File: config.mk
export PLATFORM = sky130hd
export DESIGN_NAME = sync_monitor
export DESIGN_NICKNAME = d
export VERILOG_FILES = /design/src/rtl/sync_monitor.sv
export SDC_FILE = /design/constraint.sdc
export NUM_CORES = 1
export LEC_CHECK = 0
export CORE_MARGIN = 5
export CORE_UTILIZATION = 50
export CTS_BUF_LIST = sky130_fd_sc_hd__clkbuf_2 sky130_fd_sc_hd__clkbuf_4 sky130_fd_sc_hd__clkbuf_8
export DETAILED_ROUTE_END_ITERATION = 7
export PLACE_DENSITY_LB_ADDON = 0.2
export SLEW_MARGIN = 20
export SYNTH_ARGS = -nofsm -noshare
export SYNTH_HDL_FRONTEND = slang
export SYNTH_SLANG_ARGS = --single-unit
File: constraint.sdc
create_clock -name clk -period 2.1 [get_ports clk]
set_clock_uncertainty 0.15 [all_clocks]
set_input_delay 0.21 -clock clk [delete_from_list [all_inputs] [get_ports clk]]
set_output_delay 0.21 -clock clk [all_outputs]
set_load 0.02 [all_outputs]
File: src/rtl/sync_monitor.sv
// Video timing monitor: measures hsync/vsync/video_on timing at pixel rate,
// recovers active-pixel coordinates and locks once a full frame matches.
module sync_monitor #(
  parameter int unsigned largo    = 10,
  parameter int unsigned H_ACTIVE = 640,
  parameter int unsigned H_TOTAL  = 800,
  parameter int unsigned HSYNC_W  = 96,
  parameter int unsigned V_ACTIVE = 480,
  parameter int unsigned V_TOTAL  = 525
) (
  input  logic             clk,
  input  logic             rst,
  input  logic             p_tick,
  input  logic             hsync,
  input  logic             vsync,
  input  logic             video_on,
  input  logic             clr_err,
  output logic [largo-1:0] rx_x,
  output logic [largo-1:0] rx_y,
  output logic             locked,
  output logic             frame_start,
  output logic             err,
  output logic             err_sticky,
  output logic [largo-1:0] h_period,
  output logic [largo-1:0] v_lines,
  output logic [largo-1:0] vs_width
);

  localparam int unsigned      XW      = largo + 1;
  localparam logic [largo-1:0] CNT_MAX = '1;
  localparam logic [largo-1:0] CNT_PRE = CNT_MAX - largo'(1);
  localparam logic [largo-1:0] CNT_ONE = largo'(1);

  typedef enum logic [1:0] {
    SEARCH  = 2'd0,
    MEASURE = 2'd1,
    LOCKED  = 2'd2
  } state_t;

  state_t           state, state_nx;
  logic             h_first, h_first_nx;
  logic             hs_q, vs_q, vo_q;
  logic [largo-1:0] tick_cnt, hs_low, v_cnt, vs_cnt;

  logic hs_fall, hs_rise, vs_fall, vs_rise, vo_fall;
  logic h_bad, timeout, hw_bad, act_bad, frm_bad, viol;

  // Edge detection, timing compares and next state for the current tick
  always_comb begin
    hs_fall = hs_q & ~hsync;
    hs_rise = ~hs_q & hsync;
    vs_fall = vs_q & ~vsync;
    vs_rise = ~vs_q & vsync;
    vo_fall = vo_q & ~video_on;

    h_bad   = hs_fall && !(state == MEASURE && h_first) && (tick_cnt != largo'(H_TOTAL));
    timeout = !hs_fall && (tick_cnt == CNT_PRE);
    hw_bad  = hs_rise && (hs_low != largo'(HSYNC_W));
    act_bad = vo_fall && ((XW'(rx_x) + XW'(1)) != XW'(H_ACTIVE));
    frm_bad = vs_fall && ((rx_y != largo'(V_ACTIVE)) || (v_cnt != largo'(V_TOTAL)));
    viol    = (state != SEARCH) && (h_bad || timeout || hw_bad || act_bad || frm_bad);

    state_nx   = state;
    h_first_nx = h_first;
    unique case (state)
      SEARCH: begin
        if (vs_fall) begin
          state_nx   = MEASURE;
          h_first_nx = 1'b1;
        end
      end
      MEASURE: begin
        if (hs_fall) h_first_nx = 1'b0;
        if (viol)         state_nx = SEARCH;
        else if (vs_fall) state_nx = LOCKED;
      end
      LOCKED: begin
        if (viol) state_nx = SEARCH;
      end
      default: state_nx = SEARCH;
    endcase
  end

  // All state and outputs advance only on pixel ticks; pulses last one clk
  always_ff @(posedge clk or negedge rst) begin
    if (!rst) begin
      state       <= SEARCH;
      h_first     <= 1'b0;
      hs_q        <= 1'b0;
      vs_q        <= 1'b0;
      vo_q        <= 1'b0;
      tick_cnt    <= '0;
      hs_low      <= '0;
      v_cnt       <= '0;
      vs_cnt      <= '0;
      rx_x        <= '0;
      rx_y        <= '0;
      locked      <= 1'b0;
      frame_start <= 1'b0;
      err         <= 1'b0;
      err_sticky  <= 1'b0;
      h_period    <= '0;
      v_lines     <= '0;
      vs_width    <= '0;
    end else begin
      err         <= p_tick & viol;
      frame_start <= p_tick & vs_fall;
      if (p_tick) begin
        hs_q    <= hsync;
        vs_q    <= vsync;
        vo_q    <= video_on;
        state   <= state_nx;
        h_first <= h_first_nx;
        locked  <= (state_nx == LOCKED);

        if (hs_fall) begin
          h_period <= tick_cnt;
          tick_cnt <= CNT_ONE;
        end else if (tick_cnt != CNT_MAX) begin
          tick_cnt <= tick_cnt + CNT_ONE;
        end

        if (hs_fall)                          hs_low <= CNT_ONE;
        else if (!hsync && hs_low != CNT_MAX) hs_low <= hs_low + CNT_ONE;

        if (video_on) rx_x <= vo_q ? rx_x + CNT_ONE : '0;

        if (vs_fall)      rx_y <= '0;
        else if (vo_fall) rx_y <= rx_y + CNT_ONE;

        // A line whose hsync falls with vsync belongs to the new frame
        if (vs_fall) begin
          v_lines <= v_cnt;
          v_cnt   <= hs_fall ? CNT_ONE : '0;
        end else if (hs_fall && v_cnt != CNT_MAX) begin
          v_cnt <= v_cnt + CNT_ONE;
        end

        if (vs_fall)                                   vs_cnt <= hs_fall ? CNT_ONE : '0;
        else if (!vsync && hs_fall && vs_cnt != CNT_MAX) vs_cnt <= vs_cnt + CNT_ONE;

        if (vs_rise) vs_width <= vs_cnt;

        if (viol)                 err_sticky <= 1'b1;
        else if (clr_err && !err) err_sticky <= 1'b0;
      end
    end
  end

endmodule

==> metrics, run 1 <==
status completed; detailed placer's ending HPWL between 7000 and 8000 um; Total GRT Usage 0.198; CP arrival between 2000 and 2500 ps; Starting Density 0.505; Root Buffer clkbuf_8; H-tree depth 3; Clock Latency Late Sink 370 ps; port buffer count 60; CP max FO 12; WP data required approximately 2200 ps; final worst slack slightly below 70 ps; die height roughly 110 um; die area approximately 0.012 mm^2; Post-Syn Nets 512; sequential fraction of the synthesis area 0.514; dpl ws -118 ps; Post-route DRC 0; top-count cell post-synth dfrtp_1; Ys Warns 0; DR vias/cell approximately 5.2; grt ovf 0; EDFF count, synth 0; first-pass GRT wire length 18,600 um; Netlist cell types between 50 and 60; ranking of synthesized cells by area dfrtp_1, nand2_1, xor2_1; PwrDens around 840 mW/mm^2; Layout area overhead 32.5%; layout net count 636; final hold slack around 270 ps; vias in the first global route a little under 4,000; initial antenna violation count 0; Post-Syn Area about 0.005 mm^2; drt first-iter violations about 170; met2 usage 0.337; Post-synth top cells dfrtp_1, nand2_1, nor2_1, xor2_1, nand3_1; I/O pin cnt 61; Detailed Route WL about 11,000 um; Clock Power Share 0.291; Post-synth ARST share 1.00; P_sw between 1.5 and 2 mW; Hold Path Class in -> async; chip width 109 um; met3 usage 0.0255; CP startpoint kind register; Clock Tree Buf Depth 2; M1 GR Usage 0.255; row count 36; busiest grt layer met2; Fill cells a little under 800; Pre-antenna DRT Iters 4; endpoint kind of the worst setup timing path register; Max Fclk around 490 MHz; Hold Vio Cnt, Final 0; MaxCap Viol Count 0; register bit total from synthesis 100; buffer count from post-CTS setup fixing 0; Final Cycle Share 0.967; core footprint about 0.0096 mm^2; RePlAce Congestion about 0.85; largest net degree at the start of global routing around 100; Post-Route Setup TNS 0 ps; CTS buffer count 9; Seq pwr share 0.440; vias post-DR slightly below 4,000; post-synth top area cell dfrtp_1; Final Non-Filler Cells 755; Ant. Diodes 0; Rel. slew slack 0.634; dpl cells between 700 and 800; RSZ-0062 raised after global routing yes; internal power ~3.8 mW; kind of critical path reg -> reg; combinational share of power 0.269; drt wl/cell roughly 14 um; Layout Cell Area excl Fill about 0.0064 mm^2; minimum clock period 2030 ps; Yosys top cell area share 0.514; Clock Sink Count 100; layout cells sized above 1 0.199; Max IR drop VDD between 0.4 and 0.5 mV; Synth Flop Type dfrtp_1; Static Leak a little over 3 nW; Sw Share 0.301; Worst-path clk slew 90 ps; DP Area between 0.006 and 0.007 mm^2; synthesized area per cell just under 10 um^2; Cells after Synth slightly below 500; CTS tree yes; final setup vio count 0; Final Slew Violations 0; Routed Antenna Nets 0; Worst Max-Slew Pin Slew 549 ps
worst max-delay path, stage by stage, from the launching register on:
cell and delay [ps]:
dfrtp_2 430, and3_1 260, nand3_1 140, o311a_2 490
and3b_1 220, xnor2_1 170, nor2_1 60
power by group through the flow:
stage / combinational [mW] / sequential, mW / clock (mW)
2_1_floorplan: 0.489 / 2.60 / 0
3_5_place_dp: 1.43 / 2.41 / 0
3_3_place_gp: 1.40 / 2.40 / 0
4_1_cts: 1.45 / 2.37 / 1.60
6_report: 1.45 / 2.38 / 1.57
5_1_grt: 1.59 / 2.42 / 1.68
layout by cell type (no fill, tap or decap), types with 8 or more instances in the layout:
cell type	instances
dfrtp_1	99
nand3_1	29
clkdlybuf4s50_1	59
nand2_1	89
o21ai_0	21
nand4_1	13
and3_1	9
ha_1	11
clkbuf_8	9
inv_1	13
xor2_1	33
mux2_2	12
nor2_1	55
a21oi_1	8
buf_4	69
stage by stage:
step	utilization	total power, mW
after global placement	0.632	3.80
final	0.669	5.41
after CTS	0.661	5.42
after global routing	0.669	5.70
after floorplan	-	3.09
after detailed placement	0.632	3.84
final cells by class:
cell class                      instances  area [um^2]  area share
Sequential cell                       100         2500       0.388
Multi-Input combinational cell        360         2300       0.357
Timing Repair Buffer                  131         1160       0.180
Tap cell                              133          166      0.0258
Clock buffer                           10          131      0.0204
Clock inverter                          5          125      0.0194
Inverter                               16         60.1     0.00932
what timing repair did:
| action | 4_1_cts | 5_1_grt |
|---|---|---|
| endpoints found under the hold margin | 100 | 0 |
| pin swaps | 1 | 6 |
| hold buffers | 1 | 0 |
| endpoints found under the setup margin | 4 | 16 |
| gates resized for setup | 3 | 15 |
metal layers:
| layer | wire, um | vias to the layer above |
|---|---|---|
| met5 | 0 | - |
| met4 | 249 | 0 |
| met3 | 295 | 22 |
| met2 | 5370 | 63 |
| met1 | 4910 | 1914 |
| li1 | - | 1945 |
cells by family (layout without fill, tap and decap cells):
| group | count (synthesis) | in the layout | synth area share |
|---|---|---|---|
| adder cells (fa/ha/maj) | 11 | 11 | 0.0283 |
| flip-flops | 100 | 100 | 0.514 |
| AO/OA/AOI/OAI | 54 | 54 | 0.0777 |
| buffers and inverters | 34 | 162 | 0.0301 |
| AND/OR/NAND/NOR | 240 | 240 | 0.244 |
| XOR/XNOR | 39 | 39 | 0.0702 |
| multiplexers | 16 | 16 | 0.0360 |
worst paths after layout:
kind                       startpoint     endpoint  slack, ps  depth (start not counted)
setup / recovery            hs_low[2]    hs_low[9]         70                          6
hold reg to reg            v_lines[7]   v_lines[7]        330                          2
max in group asynchronous         rst    hs_low[2]       1100                          3
setup reg to reg            hs_low[2]    hs_low[9]         70                          6
hold / removal                    rst  vs_width[3]        270                          3
min in group clk           v_lines[7]   v_lines[7]        330                          2
Note: power is estimated with default switching activity, not from simulation.
==> run 2: changes to the inputs <==
--- a/config.mk
+++ b/config.mk
@@ -5,7 +5,7 @@
 export SDC_FILE = /design/constraint.sdc
 export NUM_CORES = 1
 export LEC_CHECK = 0
-export CORE_MARGIN = 5
+export CORE_MARGIN = 2
 export CORE_UTILIZATION = 50
 export CTS_BUF_LIST = sky130_fd_sc_hd__clkbuf_2 sky130_fd_sc_hd__clkbuf_4 sky130_fd_sc_hd__clkbuf_8
 export DETAILED_ROUTE_END_ITERATION = 7
==> run 2 against run 1 <==
Compared with the run above: first-iteration DRC count shrank 24%; global-route usage grew 2.0 points; utilization grew 0.22 points; maximum frequency shrank 0.30%; critical path depth grew 3; clock power shrank 15%; combinational power is essentially flat; non-clock buffer count grew 3; register-to-register slack is essentially flat; via count grew 1.4%; cell count grew 0.53%; largest cell class unchanged.
==> metrics, run 2 (same netlist as run 1, synthesis figures left out) <==
first-pass GRT wire length ~18,000 um; CP max stage delay 400 ps; WL met1 slightly above 5000 um; CP top delay family simple AND/OR/NAND/NOR gates; CTS tree yes; Final Cycle Share 0.970; chip width a little over 100 um; Starting Density 0.507; Pre-antenna DRT Iters 5; Max Fclk approximately 500 MHz; total power 5.15 mW; layout cells sized above 1 0.208; PwrDens roughly 800 mW/mm^2; Hold Vio Cnt, Final 0; RSZ-0062 raised after global routing yes; row count 36; Post-route DRC 0; vias post-DR 3,999; MaxCap Viol Count 0; WP data required around 2200 ps; final worst slack slightly above 60 ps; Final Slew Violations 0; commonest non-fill, non-tap cell in the layout dfrtp_1; H-tree depth 3; CP Buf/Inv Count 2; Reg2Reg Setup Slack 60 ps; Rel. slew slack 0.750; Root Buffer clkbuf_8; met2 wire length roughly 5300 um; kind of critical path reg -> reg; Max IR drop VDD around 0.48 mV; Routed Antenna Nets 0; grt ovf 0; initial antenna violation count 0; worst-path cell chain inv_2, ha_1, nor4bb_4, buf_4, nand3_1, o21ai_2, nand4_1, or2_4, a32o_1; CTS buffer count 9; dpl ws -159 ps; Ant. Diodes 0; Clock Tree Buf Depth 2; Static Leak 3.06 nW; final setup vio count 0; drt wl/cell between 10 and 15 um; most frequent cells in the layout dfrtp_1, nand2_1, buf_4, clkdlybuf4s50_1, nor2_1; Worst-path clk slew approximately 110 ps; Post-Route Setup TNS 0 ps; layout net count 639; DR vias/cell approximately 5.3; Clock Sink Count 100; drt first-iter violations approximately 130; CP startpoint rx_y[0]; Worst Max-Slew Pin Slew around 370 ps; Clock Latency Late Sink between 300 and 400 ps; die height 103 um; status completed; CP startpoint kind register; CP max FO 4; minimum clock period ~2000 ps; CP arrival ~2200 ps; I/O pin cnt 61; RR Startpoint rx_y[0]; port buffer count 60; Detailed Route WL between 10,000 and 15,000 um; Hold Path Class in -> async; DR top layer met4; core footprint around 0.0096 mm^2; Total GRT Usage 0.217; slowest CP cell dfrtp_1; met3 wire length about 280 um; vias in the first global route 3,887; detailed placer's ending HPWL about 8000 um; endpoint kind of the worst setup timing path register; RePlAce Congestion just over 0.8; Layout area overhead 32.3%; largest net degree at the start of global routing 39; die area around 0.011 mm^2
run 2: report_power, final:
| group | internal, mW | switching, mW |
|---|---|---|
| clock network | 0.583 | 0.745 |
| registers | 2.16 | 0.232 |
| logic | 0.693 | 0.743 |
run 2: per-stage QoR:
stage	util	cells	instance area [um^2]	hold slack, ps
after CTS	0.663	757	6360	88.1
after detailed placement	0.635	740	6090	-45.1
after global routing	0.671	759	6440	106
final	0.671	759	6440	89.1
after global placement	0.635	740	6090	-50.9
after floorplan	-	494	4870	-236
run 2: area by class of cell:
type                            instances  area [um^2]
Timing Repair Buffer                  134         1170
Inverter                               16         60.1
Multi-Input combinational cell        360         2320
Clock buffer                            9          124
Fill cell                             779         3160
Tap cell                              133          166
Sequential cell                       100         2500
Clock inverter                          7         87.6
run 2: metal layers:
layer / track usage / up-vias
met5: 0 / -
met4: 0.0851 / 0
met3: 0.0319 / 13
met2: 0.355 / 56
met1: 0.294 / 1965
li1: - / 1965
run 2: path summary, 6_finish.rpt:
check                      depth (start not counted)           to
min                                                2  vs_width[6]
min reg2reg                                        2  h_period[6]
max                                                9   err_sticky
max reg2reg                                        9   err_sticky
max in group asynchronous                          3      rx_x[9]
min in group clk                                   3         hs_q
run 2: what timing repair did:
action                     in CTS  in global routing
buffers inserted                0                  2
hold buffers                    1                  0
hold endpoints to repair      100                  0
pin swaps                       0                  5
resized for setup               9                 13
setup endpoints to repair       6                  6
